## src/rtl/clk_div_select.sv

```systemverilog
// Push-button front end: synchronises and debounces up/down buttons and steps a saturating divide setting.
// Optional auto-repeat while a button is held: define CLK_DIV_SELECT_AUTO_REPEAT_EN.
module clk_div_select #(
  parameter int DIV_W           = 4,
  parameter int DIV_RESET       = 3,
  parameter int DIV_MIN         = 1,
  parameter int DIV_MAX         = 15,
  parameter int DEBOUNCE_CYCLES = 16,
  parameter int REPEAT_CYCLES   = 64
) (
  input  logic             clk_i,
  input  logic             rst,
  input  logic             btn_up_i,
  input  logic             btn_dn_i,
  output logic [DIV_W-1:0] div_o,
  output logic             div_upd_o,
  output logic             btn_busy_o
);

  localparam int CNT_W = $clog2(DEBOUNCE_CYCLES);
  localparam logic [CNT_W-1:0] CNT_LAST   = CNT_W'(DEBOUNCE_CYCLES - 1);
  localparam logic [DIV_W-1:0] DIV_RST_C  = DIV_W'(DIV_RESET);
  localparam logic [DIV_W-1:0] DIV_MIN_C  = DIV_W'(DIV_MIN);
  localparam logic [DIV_W-1:0] DIV_MAX_C  = DIV_W'(DIV_MAX);

  if (DEBOUNCE_CYCLES < 2 || REPEAT_CYCLES < 2 || DIV_MIN > DIV_RESET ||
      DIV_RESET > DIV_MAX || DIV_MAX > (2 ** DIV_W) - 1) begin : g_bad_params
    $error("clk_div_select: illegal parameter combination");
  end

  typedef enum logic [1:0] {
    IDLE     = 2'd0,
    DEBOUNCE = 2'd1,
    HELD     = 2'd2,
    RELEASE  = 2'd3
  } state_t;

  state_t           state_q, state_d;
  logic [CNT_W-1:0] cnt_q, cnt_d;
  logic             dir_q, dir_d;
  logic [DIV_W-1:0] div_q, div_d;
  logic             upd_q, upd_d;
  logic             up_meta_q, up_sync_q, dn_meta_q, dn_sync_q;
  logic             up_s, dn_s, lat_s, oth_s, step_s;

`ifdef CLK_DIV_SELECT_AUTO_REPEAT_EN
  localparam int RPT_W = $clog2(REPEAT_CYCLES);
  localparam logic [RPT_W-1:0] RPT_LAST = RPT_W'(REPEAT_CYCLES - 1);
  logic [RPT_W-1:0] rcnt_q, rcnt_d;
`endif

  // Two-flop synchronisers for the raw buttons
  always_ff @(posedge clk_i or posedge rst) begin
    if (rst) begin
      up_meta_q <= 1'b0;
      up_sync_q <= 1'b0;
      dn_meta_q <= 1'b0;
      dn_sync_q <= 1'b0;
    end else begin
      up_meta_q <= btn_up_i;
      up_sync_q <= up_meta_q;
      dn_meta_q <= btn_dn_i;
      dn_sync_q <= dn_meta_q;
    end
  end

  assign up_s  = up_sync_q;
  assign dn_s  = dn_sync_q;
  assign lat_s = dir_q ? up_s : dn_s;
  assign oth_s = dir_q ? dn_s : up_s;

  // State, counters and the divide register
  always_ff @(posedge clk_i or posedge rst) begin
    if (rst) begin
      state_q <= IDLE;
      cnt_q   <= '0;
      dir_q   <= 1'b0;
      div_q   <= DIV_RST_C;
      upd_q   <= 1'b0;
`ifdef CLK_DIV_SELECT_AUTO_REPEAT_EN
      rcnt_q  <= '0;
`endif
    end else begin
      state_q <= state_d;
      cnt_q   <= cnt_d;
      dir_q   <= dir_d;
      div_q   <= div_d;
      upd_q   <= upd_d;
`ifdef CLK_DIV_SELECT_AUTO_REPEAT_EN
      rcnt_q  <= rcnt_d;
`endif
    end
  end

  // Next-state logic; dir_q=1 means the up button owns the current press
  always_comb begin
    state_d = state_q;
    cnt_d   = cnt_q;
    dir_d   = dir_q;
    step_s  = 1'b0;
`ifdef CLK_DIV_SELECT_AUTO_REPEAT_EN
    rcnt_d  = rcnt_q;
`endif
    case (state_q)
      IDLE: begin
        if (up_s ^ dn_s) begin
          dir_d   = up_s;
          cnt_d   = '0;
          state_d = DEBOUNCE;
        end else begin
          state_d = IDLE;
        end
      end
      DEBOUNCE: begin
        if (lat_s && !oth_s) begin
          if (cnt_q == CNT_LAST) begin
            step_s  = 1'b1;
            cnt_d   = '0;
            state_d = HELD;
`ifdef CLK_DIV_SELECT_AUTO_REPEAT_EN
            rcnt_d  = '0;
`endif
          end else begin
            cnt_d = cnt_q + CNT_W'(1);
          end
        end else begin
          cnt_d   = '0;
          state_d = IDLE;
        end
      end
      HELD: begin
        if (!lat_s) begin
          cnt_d   = '0;
          state_d = RELEASE;
        end else begin
`ifdef CLK_DIV_SELECT_AUTO_REPEAT_EN
          if (rcnt_q == RPT_LAST) begin
            step_s = 1'b1;
            rcnt_d = '0;
          end else begin
            rcnt_d = rcnt_q + RPT_W'(1);
          end
`else
          state_d = HELD;
`endif
        end
      end
      RELEASE: begin
        if (!up_s && !dn_s) begin
          if (cnt_q == CNT_LAST) begin
            cnt_d   = '0;
            state_d = IDLE;
          end else begin
            cnt_d = cnt_q + CNT_W'(1);
          end
        end else begin
          cnt_d = '0;
        end
      end
      default: begin
        cnt_d   = '0;
        state_d = IDLE;
      end
    endcase
  end

  // Saturating step; the pulse is raised only when the value really moves
  always_comb begin
    div_d = div_q;
    upd_d = 1'b0;
    if (step_s) begin
      if (dir_q) begin
        if (div_q < DIV_MAX_C) begin
          div_d = div_q + DIV_W'(1);
          upd_d = 1'b1;
        end else begin
          div_d = div_q;
        end
      end else begin
        if (div_q > DIV_MIN_C) begin
          div_d = div_q - DIV_W'(1);
          upd_d = 1'b1;
        end else begin
          div_d = div_q;
        end
      end
    end else begin
      upd_d = 1'b0;
    end
  end

  assign div_o      = div_q;
  assign div_upd_o  = upd_q;
  assign btn_busy_o = (state_q != IDLE);

endmodule

```

## config.mk

```make
export PLATFORM = sky130hd
export DESIGN_NAME = clk_div_select
export DESIGN_NICKNAME = d
export VERILOG_FILES = /design/src/rtl/clk_div_select.sv
export SDC_FILE = /design/constraint.sdc
export NUM_CORES = 1
export LEC_CHECK = 0
export ABC_AREA = 1
export BUFFER_PORTS_ARGS = -buffer_cell sky130_fd_sc_hd__buf_2
export CORE_UTILIZATION = 50
export DETAILED_ROUTE_END_ITERATION = 8
export HOLD_SLACK_MARGIN = 0.03
export PLACE_DENSITY = 0.7
export SLEW_MARGIN = 20
export SYNTH_ARGS = -nofsm -noshare
export SYNTH_HDL_FRONTEND = slang
export SYNTH_SLANG_ARGS = --single-unit
```

## constraint.sdc

```tcl
create_clock -name clk_i -period 1.68 [get_ports clk_i]
set_input_delay 0.252 -clock clk_i [delete_from_list [all_inputs] [get_ports clk_i]]
set_output_delay 0.252 -clock clk_i [all_outputs]
set_load 0.05 [all_outputs]
```

==> results of run 1 <==
## final cells by class
type	count	area (sq um)	area share
multi-input combinational	88	465.4	0.4291
tap	25	31.28	0.02884
sequential	16	402.9	0.3714
timing repair buffer	12	70.07	0.06459
inverter	21	78.83	0.07266
clock buffer	4	36.28	0.03345
## logic make-up after synthesis
group / share of synthesized area
AO/OA/AOI/OAI: 0.05431
XOR/XNOR: 0.01855
adder cells (fa/ha/maj): 0.06623
buffers and inverters: 0.08874
flip-flops: 0.4265
AND/OR/NAND/NOR: 0.3457
## metrics by stage
stage	util	cells
6_report	0.6215	166
3_3_place_gp	0.5821	159
2_1_floorplan	-	126
5_1_grt	0.6215	166
4_1_cts	0.6086	164
3_5_place_dp	0.5821	159
## worst max-delay path: stages (launching register included)
cell	delay [ns]
dfstp_2	0.56
inv_1	0.09
ha_2	0.19
inv_1	0.06
nand2_1	0.07
nand3_2	0.09
nand3_2	0.09
nor2_4	0.17
nand2_1	0.08
nand2_1	0.08
## power by group through the flow
stage	sequential, W	clock (W)	combinational [W]
final	0.000463	0.000247	0.000296
after global placement	0.000470	0	0.000283
after floorplan	0.000457	0	0.000237
after global routing	0.000469	0.000273	0.000328
after detailed placement	0.000472	0	0.000289
after CTS	0.000464	0.000256	0.000292
## registers in the layout (all words and copies together) (netlist names), named ones only
| register | count |
|---|---|
| cnt_q | 4 |
| dn_meta_q | 1 |
| up_s | 1 |
| div_o | 4 |
| state_q | 1 |
| div_upd_o | 1 |
| dn_s | 1 |
| dir_q | 1 |
| up_meta_q | 1 |
## per-layer routing
| metal | global-route usage | wire (um) | vias to the layer above |
|---|---|---|---|
| met1 | 0.2832 | 837 | 349 |
| met3 | 0.05952 | 109 | 2 |
| met4 | 0.05455 | 10 | 0 |
| met2 | 0.3114 | 911 | 26 |
| li1 | - | - | 423 |
| met5 | 0 | 0 | - |
## worst max path at each step
stage,end,slack (ns),cells after the start
after global placement,div_o[2],0.19,9
after global routing,div_o[0],0.006,9
after CTS,div_o[0],0.09,9
final,div_o[0],0.13,9
after detailed placement,div_o[0],0.12,9
after floorplan,div_o[3],0.03,9
## cell usage in the layout (no fill, tap or decap), types with 2 or more instances in the layout
cell type / n
a21oi_1: 2
buf_2: 9
buf_4: 2
clkbuf_4: 3
dfrtp_1: 14
dfstp_2: 2
ha_1: 4
inv_1: 19
inv_2: 2
nand2_1: 41
nand2_2: 4
nand3_1: 5
nand3_2: 2
nand4_1: 3
nor2_1: 10
nor2_2: 2
o21ai_0: 5
o21ai_1: 2
xnor2_1: 2
## timing repair
action,4_1_cts,5_1_grt
hold buffers,1,0
endpoints found under the setup margin,0,4
resized for setup,0,2
endpoints found under the hold margin,7,0
buffers inserted,0,2
==> impl_results.md, run 1 <==
- Number of nets in the layout: between 150 and 200
- Capturing element type of the critical path: flip-flop
- Cell at the root of the clock tree: clkbuf_4
- Max Cap Viol: 0
- Startpoint of the lowest-slack register-to-register path: div_o[0]
- Share of the clock period used by the worst path: 0.9246
- Antenna violations before repair: 0
- Async set or reset register ratio after synthesis: 1.000
- Total design power: 0.001006 W
- Total number of vias: 800
- Overall die height: ~45 um
- Comb power frac: 0.294
- Number of flops mapped to enable cells by yosys: 0
- Maximum clock rate: between 600 and 700 MHz
- Seq cells post-synth: 16
- Data required, critical path: between 1.5 and 2 ns
- Share of power burned in the clock network: 0.246
- Drt pass-1 iters: 4
- TritonCTS clock tree: built
- Number of failing setup endpoints in the final timing report: 0
- Die area: between 0.002 and 0.0025 sq mm
- I/O pin cnt: 10
- Worst-margin pin slew: 0.5817 ns
- Vias per Instance: roughly 4.8
- Sequential fraction of the synthesis area: 0.4265
- DR DRC count: 0
- Vias in the first global route: around 700
- Relative contribution of sequential cells to total power: 0.461
- Final Routed Wirelength: approximately 1900 um
- Worst hold-check path type: in2reg
- Area share of the leading cell type in the synthesized netlist: 0.3709
- Final-layout worst hold slack: about 0.074 ns
- Reg2reg end: div_o[0]
- Clock insertion delay at the later pin of the skew report: around 0.29 ns
- Category of the critical setup timing path: reg2reg
- Hold path endpoint: dn_meta_q
- Setup repair after global routing missed its margin: false
- Number of levels the H-tree was split into: 1
- Register-to-register setup slack: 0.13 ns
- Setup WS pre-CTS: 0.1162 ns
- Most numerous cell types in the synthesized netlist: nand2_1, inv_1, dfrtp_1
- Minimum clock period: around 1.6 ns
- Register-to-Register Path Depth: 9
- Starting density of the core: 0.5412
- Data arrival, critical path: 1.78 ns
- Synth warnings: 0
- Wire length of the first global-routing pass: roughly 3000 um
- Yosys cell types: 22
- WL/cell: approximately 11 um
- Post-Synthesis Cell Area: around 940 sq um
- Dominant register cell in the synthesized netlist: dfrtp_1
- Floorplan core area: between 0.0015 and 0.002 sq mm
- Power density over the cells: 927.7 mW/mm^2
- Max IR drop VDD: approximately 0.75 mV
- Internal power: ~0.00064 W
- Port Buffer Count: 9
- Clock-pin slew on the worst setup and hold paths: 0.08 ns
- Most frequently used cell type in the post-synthesis netlist: nand2_1
- Violation count after the first detailed-routing iteration: 42
- Syn_area_per_cell: 7.497 sq um
- Overall track demand over capacity in global routing: 0.2048
- Worst clock skew: approximately 0.0085 ns
- ANT nets after route: 0
- Top fanout value on the critical path: 5
- Setup TNS: 0 ns
- Max_slew headroom: 0.6118
- Detailed placer's ending HPWL: around 1300 um
- Pleak: slightly below 0.6 nW
- Cell Rows: 15
- Most area-consuming cells after synthesis: dfrtp_1, nand2_1, inv_1
- Post-route standard cell area excluding fillers: around 0.0011 sq mm
- Kind of launch point of the worst setup path: flip-flop
- Fraction of layout cells with a size suffix above 1: 0.2199
- Grt ovf: 0
- Number of instances in the synthesized netlist: between 100 and 150
- Number of buffers inserted during clock tree synthesis: 3
- Number of diodes: 0
- Crit path from: div_o[0]
- Final Slew Violations: 0
- Buffers from clock root to sink, at most: 2
- Total net switching power: 0.0003668 W
- Area after detailed placement: about 0.0010 sq mm
- Area delta synth->final: 14.83%
- Final worst-path setup slack: between 0.1 and 0.15 ns
- Outcome: finished, final reports clean
- Final Hold Vio Count: 0
- Cell type contributing the most total cell area after synthesis: dfrtp_1
- Hold depth: 1
- Fraction of power spent switching nets: 0.3645
- Maximum number of pins on one net before global-route repair: 17
- Worst min-delay path startpoint: btn_dn_i
- Die Width: around 45 um
- Num Clock Sinks: 16
- Number of nets in the synthesized netlist: 135
- RePlAce Congestion: around 0.87
- Fill cells: between 100 and 150
Power figures use the tool's default switching activity.
==> run 2: changes to the inputs <==
--- a/config.mk
+++ b/config.mk
@@ -5,9 +5,10 @@
 export SDC_FILE = /design/constraint.sdc
 export NUM_CORES = 1
 export LEC_CHECK = 0
-export ABC_AREA = 1
+export ABC_AREA = 0
 export BUFFER_PORTS_ARGS = -buffer_cell sky130_fd_sc_hd__buf_2
 export CORE_UTILIZATION = 50
+export CTS_BUF_LIST = sky130_fd_sc_hd__clkbuf_8
 export DETAILED_ROUTE_END_ITERATION = 8
 export HOLD_SLACK_MARGIN = 0.03
 export PLACE_DENSITY = 0.7
==> impl_results.md, run 2 <==
- Outcome: finished, final reports clean (unchanged)
- Vias in the first global route: 547 (was 692)
- Top fanout value on the critical path: 6 (was 5)
- Clock insertion delay at the later pin of the skew report: 0.24 ns (was 0.29 ns)
- Depth of the critical timing path with buffers and inverters included: 6 (was 9)
- Setup WS pre-CTS: 0.03240 ns (was 0.1162 ns)
- Worst hold-check path type: in2async (was in2reg)
- Final-layout worst hold slack: 0.06851 ns (was 0.07368 ns)
- Buffers from clock root to sink, at most: 2 (unchanged)
- Register-to-register setup slack: 0.002 ns (was 0.13 ns)
- TritonCTS clock tree: built (unchanged)
- Number of instances in the synthesized netlist: 73 (was 126)
- Startpoint of the lowest-slack register-to-register path: div_o[0] (unchanged)
- Area delta synth->final: 24.42% (was 14.83%)
- Worst-margin pin slew: 0.6105 ns (was 0.5817 ns)
- Area share of the leading cell type in the synthesized netlist: 0.4301 (was 0.3709)
- Number of nets in the layout: 100 (was 151)
- Max incr delay on CP: 0.65 ns (was 0.56 ns)
- Sum of buffers and inverters on the critical path: 1 (was 2)
- Fraction of layout cells with a size suffix above 1: 0.3556 (was 0.2199)
- Hold bufs inserted after CTS: 0 (was 1)
- Setup TNS: 0 ns (unchanged)
- Most numerous cell types in the synthesized netlist: dfrtp_1, inv_1, nand2_1 (was nand2_1, inv_1, dfrtp_1)
- Floorplan core area: 0.001506 sq mm (was 0.001745 sq mm)
- Dominant register cell in the synthesized netlist: dfrtp_1 (unchanged)
- Minimum clock period: 1.678 ns (was 1.553 ns)
- Die area: 0.001794 sq mm (was 0.002067 sq mm)
- Category of the critical setup timing path: reg2reg (unchanged)
- Vias per Instance: 5.670 (was 4.819)
- Maximum clock rate: 595.8 MHz (was 643.8 MHz)
- Max Cap Viol: 0 (unchanged)
- Crit path from: div_o[0] (unchanged)
- Overall die height: 42.36 um (was 45.47 um)
- Most area-consuming cells after synthesis: dfrtp_1, ha_1, dfstp_2 (was dfrtp_1, nand2_1, inv_1)
- Detailed placer's ending HPWL: 1005 um (was 1346 um)
- Capturing element type of the critical path: flip-flop (unchanged)
- Pleak: 0.5176 nW (was 0.5924 nW)
- DR DRC count: 0 (unchanged)
- WL/cell: 14.70 um (was 11.25 um)
- Port Buffer Count: 9 (unchanged)
- Fill cells: 121 (was 146)
- Yosys cell types: 33 (was 22)
- Wire length of the first global-routing pass: 2635 um (was 2987 um)
- Maximum number of pins on one net before global-route repair: 17 (unchanged)
- Cell type contributing the most total cell area after synthesis: dfrtp_1 (unchanged)
- Cells along the critical path: inv_2 -> ha_4 -> nor2_4 -> nor4_4 -> a2111oi_2 -> xor2_1 (was inv_1 -> ha_2 -> inv_1 -> nand2_1 -> nand3_2 -> nand3_2 -> nor2_4 -> nand2_1 -> nand2_1)
- Power density over the cells: 1139 mW/mm^2 (was 927.7 mW/mm^2)
- Seq cells post-synth: 16 (unchanged)
- Synth warnings: 0 (unchanged)
- Num Clock Sinks: 16 (unchanged)
- Reg2reg end: div_o[3] (was div_o[0])
- Post-Synthesis Cell Area: 814.5 sq um (was 944.7 sq um)
- Max IR drop VDD: 0.7271 mV (was 0.7470 mV)
- I/O pin cnt: 10 (unchanged)
- Setup repair after global routing missed its margin: true (was false)
- Data required, critical path: 1.85 ns (was 1.90 ns)
- Number of diodes: 0 (unchanged)
- Antenna violations before repair: 0 (unchanged)
- Number of buffers inserted during clock tree synthesis: 3 (unchanged)
- Cell at the root of the clock tree: clkbuf_8 (was clkbuf_4)
- Grt ovf: 0 (unchanged)
- Slowest-stage cell, CP: dfstp_4 (was dfstp_2)
- Commonest non-fill, non-tap cell in the layout: dfrtp_1 (was nand2_1)
- Number of failing setup endpoints in the final timing report: 0 (unchanged)
- Total number of vias: 601 (was 800)
- Final Hold Vio Count: 0 (unchanged)
- Final Slew Violations: 0 (unchanged)
- Violation count after the first detailed-routing iteration: 10 (was 42)
- ANT nets after route: 0 (unchanged)
- Clock-pin slew on the worst setup and hold paths: 0.06 ns (was 0.08 ns)
- RePlAce Congestion: 0.8292 (was 0.8686)
- Die Width: 42.36 um (was 45.47 um)
- Register-to-Register Path Depth: 6 (was 9)
- Final Routed Wirelength: 1558 um (was 1868 um)
- Number of nets in the synthesized netlist: 82 (was 135)
- Async set or reset register ratio after synthesis: 1.000 (unchanged)
- Critical Path Sink: div_o[3] (was div_o[0])
- Starting density of the core: 0.5407 (was 0.5412)
- Syn_area_per_cell: 11.16 sq um (was 7.497 sq um)
- Drt pass-1 iters: 4 (unchanged)
- Final worst-path setup slack: 0.001713 ns (was 0.1267 ns)
- Max_slew headroom: 0.5926 (was 0.6118)
- Share of the core filled with cells in the final layout: 0.6728 (was 0.6215)
- Cell Rows: 14 (was 15)
- Multi-input logic area: 414.1 sq um (was 465.4 sq um)
- Number of flops mapped to enable cells by yosys: 0 (unchanged)
- Kind of cell adding the most delay to the critical path: flip-flops (was simple AND/OR/NAND/NOR gates)
- Leading cell types in the layout, fill and taps excluded: dfrtp_1, buf_2, inv_1, nand2_1, buf_4 (was nand2_1, inv_1, dfrtp_1)
- FF+latch area: 411.6 sq um (was 402.9 sq um)
- Sequential fraction of the synthesis area: 0.4946 (was 0.4265)
- Worst clock skew: 0.001040 ns (was 0.008473 ns)
- Kind of launch point of the worst setup path: flip-flop (unchanged)
- Most frequently used cell type in the post-synthesis netlist: dfrtp_1 (was nand2_1)
- Overall track demand over capacity in global routing: 0.2011 (was 0.2048)
- Number of levels the H-tree was split into: 1 (unchanged)
- Data arrival, critical path: 1.85 ns (was 1.78 ns)
- Share of the clock period used by the worst path: 0.9990 (was 0.9246)
## run 2: cell count changes in the layout (fill, tap and decap cells not counted), sizes merged, moves of 3 or more
cell	previous run	this run
nand3	7	2
buf	11	14
o21ai	7	2
nor4	0	3
nand2	46	6
xor2	0	3
inv	21	8
nor2	13	2
## run 2: power breakdown
part	internal, W	total (W)	switching, W	leakage [nW]
combinational	0.000142	0.000347	0.000205	0.286
clock	0.000208	0.000335	0.000127	0.0288
sequential	0.000426	0.000472	0.0000457	0.203
total	0.000776	0.00115	0.000378	0.518
## run 2: cells by family after synthesis
| kind of cell | Yosys count | synth area share |
|---|---|---|
| compound gates | 10 | 0.1060 |
| xor+xnor | 4 | 0.04302 |
| fa+ha+maj | 5 | 0.07680 |
| buf+inv | 9 | 0.04301 |
| flops | 16 | 0.4946 |
| mux | 3 | 0.03840 |
| simple gates | 26 | 0.1982 |
## run 2: how the worst min path moves through the flow
stage	cells after the start	endpoint	start	slack [ns]
final	2	up_s	rst	0.07
after global routing	1	dn_meta_q	btn_dn_i	0.09
after CTS	2	dn_meta_q	rst	0.08
after detailed placement	0	dn_s	dn_meta_q	0.34
after global placement	0	up_s	up_meta_q	0.33
after floorplan	1	async pin	rst	0.16
## run 2: worst reg2reg max path, cell delays in order (launching register included)
cell and delay [ns]:
dfstp_4 0.65, inv_2 0.06, ha_4 0.17, nor2_4 0.14, nor4_4 0.08, a2111oi_2 0.33
xor2_1 0.17
## run 2: what timing repair did
item / CTS / global route
resized for setup: 3 / 0
cloned: 0 / 0
setup buffers: 0 / 0
endpoints found under the setup margin: 4 / 3
pin swaps: 2 / 0
hold endpoints to repair: 0 / 0
## run 2: layout make-up
class	instances	area share
multi-input combinational	48	0.4086
inverter	8	0.02963
clock buffer	4	0.05432
sequential	16	0.4062
tap	16	0.01975
timing repair buffer	14	0.08148
## run 2: through the flow
| step | std cells | total power [W] | cell area (sq um) |
|---|---|---|---|
| 6_report | 106 | 0.001154 | 1013 |
| 4_1_cts | 106 | 0.001162 | 1013 |
| 5_1_grt | 106 | 0.001227 | 1013 |
| 3_5_place_dp | 102 | 0.0008053 | 934.6 |
| 2_1_floorplan | 73 | 0.0007014 | 837.1 |
| 3_3_place_gp | 102 | 0.0008015 | 934.6 |
## run 2: per-layer routing
metal,up-vias,track usage,share of wire
li1,301,-,-
met1,288,0.3285,0.51
met2,12,0.2708,0.47
met3,0,0.03879,0.026
met4,0,0.05625,0
met5,-,0,0
